<file path="config.mk">
export PLATFORM = sky130hd
export DESIGN_NAME = encryption_core
export DESIGN_NICKNAME = d
export VERILOG_FILES = /design/src/rtl/encryption_core.sv
export SDC_FILE = /design/constraint.sdc
export NUM_CORES = 1
export LEC_CHECK = 0
export ABC_CLOCK_PERIOD_IN_PS = 7010
export BUFFER_PORTS_ARGS = -buffer_cell sky130_fd_sc_hd__buf_2
export CAP_MARGIN = 20
export CELL_PAD_IN_SITES_DETAIL_PLACEMENT = 1
export CELL_PAD_IN_SITES_GLOBAL_PLACEMENT = 2
export CORE_MARGIN = 1
export CORE_UTILIZATION = 31
export DETAILED_ROUTE_END_ITERATION = 12
export GPL_TIMING_DRIVEN = 0
export PLACE_DENSITY_LB_ADDON = 0.2
export SYNTH_ARGS = -nofsm -noshare
export SYNTH_HDL_FRONTEND = slang
export SYNTH_HIERARCHICAL = 1
export SYNTH_SLANG_ARGS = --single-unit
export TNS_END_PERCENT = 5
</file>
<file path="constraint.sdc">
create_clock -name clk -period 7.01 [get_ports clk]
set_clock_uncertainty 0.1 [all_clocks]
set_input_delay 1.402 -clock clk [delete_from_list [all_inputs] [get_ports clk]]
set_output_delay 1.402 -clock clk [all_outputs]
set_load 0.02 [all_outputs]
</file>
<file path="src/rtl/encryption_core.sv">
// Four-round block core for 16-bit words. One round function is shared over four cycles.
// Each finished word also updates the running state (rs1..rs4, lfsr).

module encryption_function (
  input  logic [15:0] din,
  input  logic [63:0] key,
  output logic [15:0] dout
);
  logic [15:0] a, b, c;

  // Each step is invertible: xor, rotate+add, rotate+xor, add.
  always_comb begin
    a    = din ^ key[15:0];
    b    = {a[12:0], a[15:13]} + key[31:16];
    c    = {b[10:0], b[15:11]} ^ key[47:32];
    dout = c + key[63:48];
  end
endmodule

module encryption_core (
  input  logic         clk,
  input  logic         rst_n,
  input  logic [255:0] key,
  input  logic         load,
  input  logic [15:0]  rs1_init,
  input  logic [15:0]  rs2_init,
  input  logic [15:0]  rs3_init,
  input  logic [15:0]  rs4_init,
  input  logic [15:0]  lfsr_init,
  input  logic         in_valid,
  output logic         in_ready,
  input  logic [15:0]  pt,
  output logic         out_valid,
  input  logic         out_ready,
  output logic [15:0]  ct,
  output logic [15:0]  rs1,
  output logic [15:0]  rs2,
  output logic [15:0]  rs3,
  output logic [15:0]  rs4,
  output logic [15:0]  lfsr
);
  typedef enum logic [1:0] {StIdle, StRound, StDone} state_e;

  state_e      state_q, state_d;
  logic [1:0]  cnt_q, cnt_d;
  logic [15:0] pt_q, pt_d, v12_q, v12_d, v23_q, v23_d, v34_q, v34_d, ct_q, ct_d;
  logic [15:0] rs1_q, rs1_d, rs2_q, rs2_d, rs3_q, rs3_d, rs4_q, rs4_d, lfsr_q, lfsr_d;
  logic [15:0] ef_in, ef_out;
  logic [63:0] ef_key;
  logic        lfsr_fb;

  encryption_function u_ef (
    .din  (ef_in),
    .key  (ef_key),
    .dout (ef_out)
  );

  always_comb begin
    unique case (cnt_q)
      2'd0:    begin ef_in = pt_q  + rs1_q; ef_key = key[63:0];    end
      2'd1:    begin ef_in = v12_q + rs2_q; ef_key = key[127:64];  end
      2'd2:    begin ef_in = v23_q + rs3_q; ef_key = key[191:128]; end
      default: begin ef_in = v34_q + rs4_q; ef_key = key[255:192]; end
    endcase
  end

  assign lfsr_fb = lfsr_q[15] ^ lfsr_q[14] ^ lfsr_q[11] ^ lfsr_q[9] ^ lfsr_q[6] ^ lfsr_q[2];

  always_comb begin
    state_d = state_q;
    cnt_d   = cnt_q;
    pt_d    = pt_q;
    v12_d   = v12_q;
    v23_d   = v23_q;
    v34_d   = v34_q;
    ct_d    = ct_q;
    rs1_d   = rs1_q;
    rs2_d   = rs2_q;
    rs3_d   = rs3_q;
    rs4_d   = rs4_q;
    lfsr_d  = lfsr_q;
    unique case (state_q)
      StIdle: begin
        if (load) begin
          rs1_d  = rs1_init;
          rs2_d  = rs2_init;
          rs3_d  = rs3_init;
          rs4_d  = rs4_init;
          lfsr_d = lfsr_init;
        end else if (in_valid) begin
          pt_d    = pt;
          cnt_d   = 2'd0;
          state_d = StRound;
        end
      end
      StRound: begin
        cnt_d = cnt_q + 2'd1;
        unique case (cnt_q)
          2'd0: v12_d = ef_out;
          2'd1: v23_d = ef_out;
          2'd2: v34_d = ef_out;
          default: begin
            ct_d    = ef_out;
            // rs2/rs4 chain on the freshly updated rs1/rs3/lfsr values.
            rs1_d   = rs1_q + v34_q;
            rs3_d   = rs3_q + v23_q;
            lfsr_d  = {lfsr_q[14:0], lfsr_fb};
            rs2_d   = rs2_q + v12_q + rs1_d;
            rs4_d   = rs4_q + v12_q + rs3_d + lfsr_d;
            state_d = StDone;
          end
        endcase
      end
      default: begin
        if (out_ready) state_d = StIdle;
      end
    endcase
  end

  always_ff @(posedge clk or negedge rst_n) begin
    if (!rst_n) begin
      state_q <= StIdle;
      cnt_q   <= 2'd0;
      pt_q    <= 16'h0;
      v12_q   <= 16'h0;
      v23_q   <= 16'h0;
      v34_q   <= 16'h0;
      ct_q    <= 16'h0;
      rs1_q   <= 16'h0;
      rs2_q   <= 16'h0;
      rs3_q   <= 16'h0;
      rs4_q   <= 16'h0;
      lfsr_q  <= 16'h0;
    end else begin
      state_q <= state_d;
      cnt_q   <= cnt_d;
      pt_q    <= pt_d;
      v12_q   <= v12_d;
      v23_q   <= v23_d;
      v34_q   <= v34_d;
      ct_q    <= ct_d;
      rs1_q   <= rs1_d;
      rs2_q   <= rs2_d;
      rs3_q   <= rs3_d;
      rs4_q   <= rs4_d;
      lfsr_q  <= lfsr_d;
    end
  end

  assign in_ready  = (state_q == StIdle) && !load;
  assign out_valid = (state_q == StDone);
  assign ct        = ct_q;
  assign rs1       = rs1_q;
  assign rs2       = rs2_q;
  assign rs3       = rs3_q;
  assign rs4       = rs4_q;
  assign lfsr      = lfsr_q;
endmodule

</file>
==> metrics.md <==
| Metric | Value |
|---|---|
| Status | finished clean |
| Worst hold slack | between 400 and 500 ps |
| Post-synth top area share | 0.268 |
| Worst path arrival time | 7120 ps |
| First-pass GRT wire length | 105 mm |
| DRC Markers | 0 |
| Num Clock Sinks | about 160 |
| Worst Hold Class | reg2reg |
| Post-DR wirelength/cell | 25.3 um |
| Clk slew on worst S/H paths | roughly 70 ps |
| Critical path depth in cells | 27 |
| Starting Density | 0.313 |
| Worst hold start | ct[3] |
| Period minus WS final | 6870 ps |
| Cell taking the most area after synthesis | dfrtp_1 |
| CTS tree | built |
| Reg-to-reg setup timing slack | 140 ps |
| Area of the mapped netlist | 0.0153 mm2 |
| Total length of routed wires | around 74 mm |
| Top cells by count, synth | 197 x nor2_1, 188 x a21oi_1, 165 x nand2_1 |
| PortBufs | 454 |
| Area Overhead vs Synth | 29.4% |
| Crit path max-delay family | compound AO/OA/AOI/OAI gates |
| Reg2Reg Depth | 27 |
| Synthesized Nets | 2283 |
| Vias in the first global route | 16600 |
| CP endpoint kind | flip-flop |
| Clock Latency Late Sink | 470 ps |
| Post-synth EDFFs | 0 |
| CTS Hold Bufs | 0 |
| Post-synthesis sequential area ratio | 0.268 |
| Core ar. | approximately 0.049 mm2 |
| Number of setup violations in the final report | 0 |
| Ys Warns | 6 |
| Die area | 0.0502 mm2 |
| Routability cong. | about 0.91 |
| DRT Pass-1 Iters | 6 |
| Layout cells sized above 1 | 0.304 |
| R2R Path End | v23_q[14] |
| # rows | just over 80 |
| Period utilization | 0.980 |
| Worst Setup Path Type | reg2reg |
| Count leader, synth | nor2_1 |
| Final core utilization | 0.405 |
| Die Ht | around 220 um |
| Sum Neg Setup Slack | 0 ps |
| Max-Cap Viols | 0 |
| H-tree levels | 4 |
| CP max-delay cell | a311o_2 |
| CP max FO | 4 |
| Pin count of the biggest net entering global routing | 98 |
| Final hold violations | 0 |
| Worst-margin pin slew | around 1200 ps |
| CP startpoint kind | flip-flop |
| All-layer global routing usage | 0.289 |
| RSZ-0062 raised after global routing | yes |
| Maximum clock frequency | 146 MHz |
| Final Cell Area | 0.0198 mm2 |
| Syn Inst Count | roughly 1700 |
| CTS Buf Count | 17 |
| Initial antenna violation count | 2 |
| Yosys cell types | 73 |
| Die width | 224 um |
| Reg2reg start | rs3[3] |
| Post-DP Area | 0.0185 mm2 |
| Clock tree buffer depth | 2 |
| Worst path max stage delay | approximately 440 ps |
| Top Ports | around 460 |
| Buffer and inverter count on the worst path | 1 |
| Grt total ovfl | 0 |
| Vias | 16100 |
| Largest cells by area after synthesis | dfrtp_1 27%, ha_1 11%, a21oi_1 6.2%, mux2_2 5.9%, xnor2_1 5.8% |
| CP startpoint | rs3[3] |
| Synth Flop Type | dfrtp_1 |
| DPL Wire Length | slightly above 60 mm |
| # nets final | 2784 |
| Post-synth ARST share | 1.00 |
| Headroom to the max-slew limit | 0.209 |
| CTS Root Cell | clkbuf_16 |
| Critical Path End | v23_q[14] |
| Final Max Slew Viols | 0 |
| Yosys reg bits | 164 |
| WP data required | 7260 ps |
| Vias per cell | 5.50 |
| Drt initial violations | 1069 |
| Routed Antenna Nets | 0 |
| Syn Area/Cell | around 8.7 um2 |
-- metrics by stage --
step | setup slack [ps] | instances
final | 143 | 2930
after global routing | -101 | 2928
after CTS | 11.3 | 2914
after detailed placement | -1400 | 2872
after global placement | -2350 | 2867
after floorplan | 732 | 1749
-- what timing repair did --
| item | CTS | global route |
|---|---|---|
| setup buffers | 10 | 14 |
| resized for setup | 38 | 54 |
| pin swaps | 20 | 42 |
| endpoints found under the setup margin | 48 | 40 |
-- cell usage in the layout (no fill, tap or decap), drive strengths merged, types with 5 or more instances in the layout --
cell type and n:
a211oi 13, a21o 27, a21oi 193, a222oi 73
a31oi 56, and2 9, and3 12, buf 491
clkbuf 94, clkinv 9, dfrtp 164, fa 38
ha 139, inv 47, mux2 80, mux2i 15
nand2 165, nand2b 17, nand3 29, nand4 6
nor2 197, nor2b 18, nor3 20, o211ai 5
o21a 16, o21ai 72, o21bai 15, o22ai 5
o31ai 9, or3 12, xnor2 103, xor2 54
-- worst min-delay path by stage --
stage	depth (start not counted)	endpoint	slack, ps
finish	1	ct[3]	400
global route	1	ct[6]	420
CTS	1	ct[3]	400
detailed placement	1	ct[3]	390
global placement	1	ct[9]	390
floorplan	1	v23_q[0]	380
-- cell families after synthesis --
| kind of cell | synth area share |
|---|---|
| buffers and inverters | 0.0322 |
| XOR/XNOR | 0.0919 |
| flip-flops | 0.268 |
| adder cells (fa/ha/maj) | 0.163 |
| AO/OA/AOI/OAI | 0.233 |
| multiplexers | 0.0687 |
| AND/OR/NAND/NOR | 0.142 |
-- per-layer routing --
| layer | track usage | up-vias | wire (um) |
|---|---|---|---|
| met5 | 0 | - | 0 |
| met4 | 0.108 | 0 | 2440 |
| met3 | 0.0380 | 81 | 3460 |
| met2 | 0.495 | 533 | 35900 |
| met1 | 0.367 | 8053 | 32400 |
| li1 | - | 7436 | - |
-- flip-flops by register name (all words and copies together), names as in the netlist, 16 cells and up --
signal / flops
ct: 16
lfsr: 16
pt_q: 16
rs1: 16
rs2: 16
rs3: 16
rs4: 16
v12_q: 16
v23_q: 16
v34_q: 16
-- layout make-up --
type                       instances  area (um2)
antenna                            3        7.51
buffer                            86         324
clock buffer                      17         425
clock inverter                    15         205
fill                            5915       29100
inverter                          45         169
multi-input combinational       1454       11200
sequential                       164        4110
tap                              664         831
timing repair buffer             482        2540
Power is left out: the tool's default activity adds up to more than one toggle a clock period on the data nets, which glitch-free logic cannot reach.
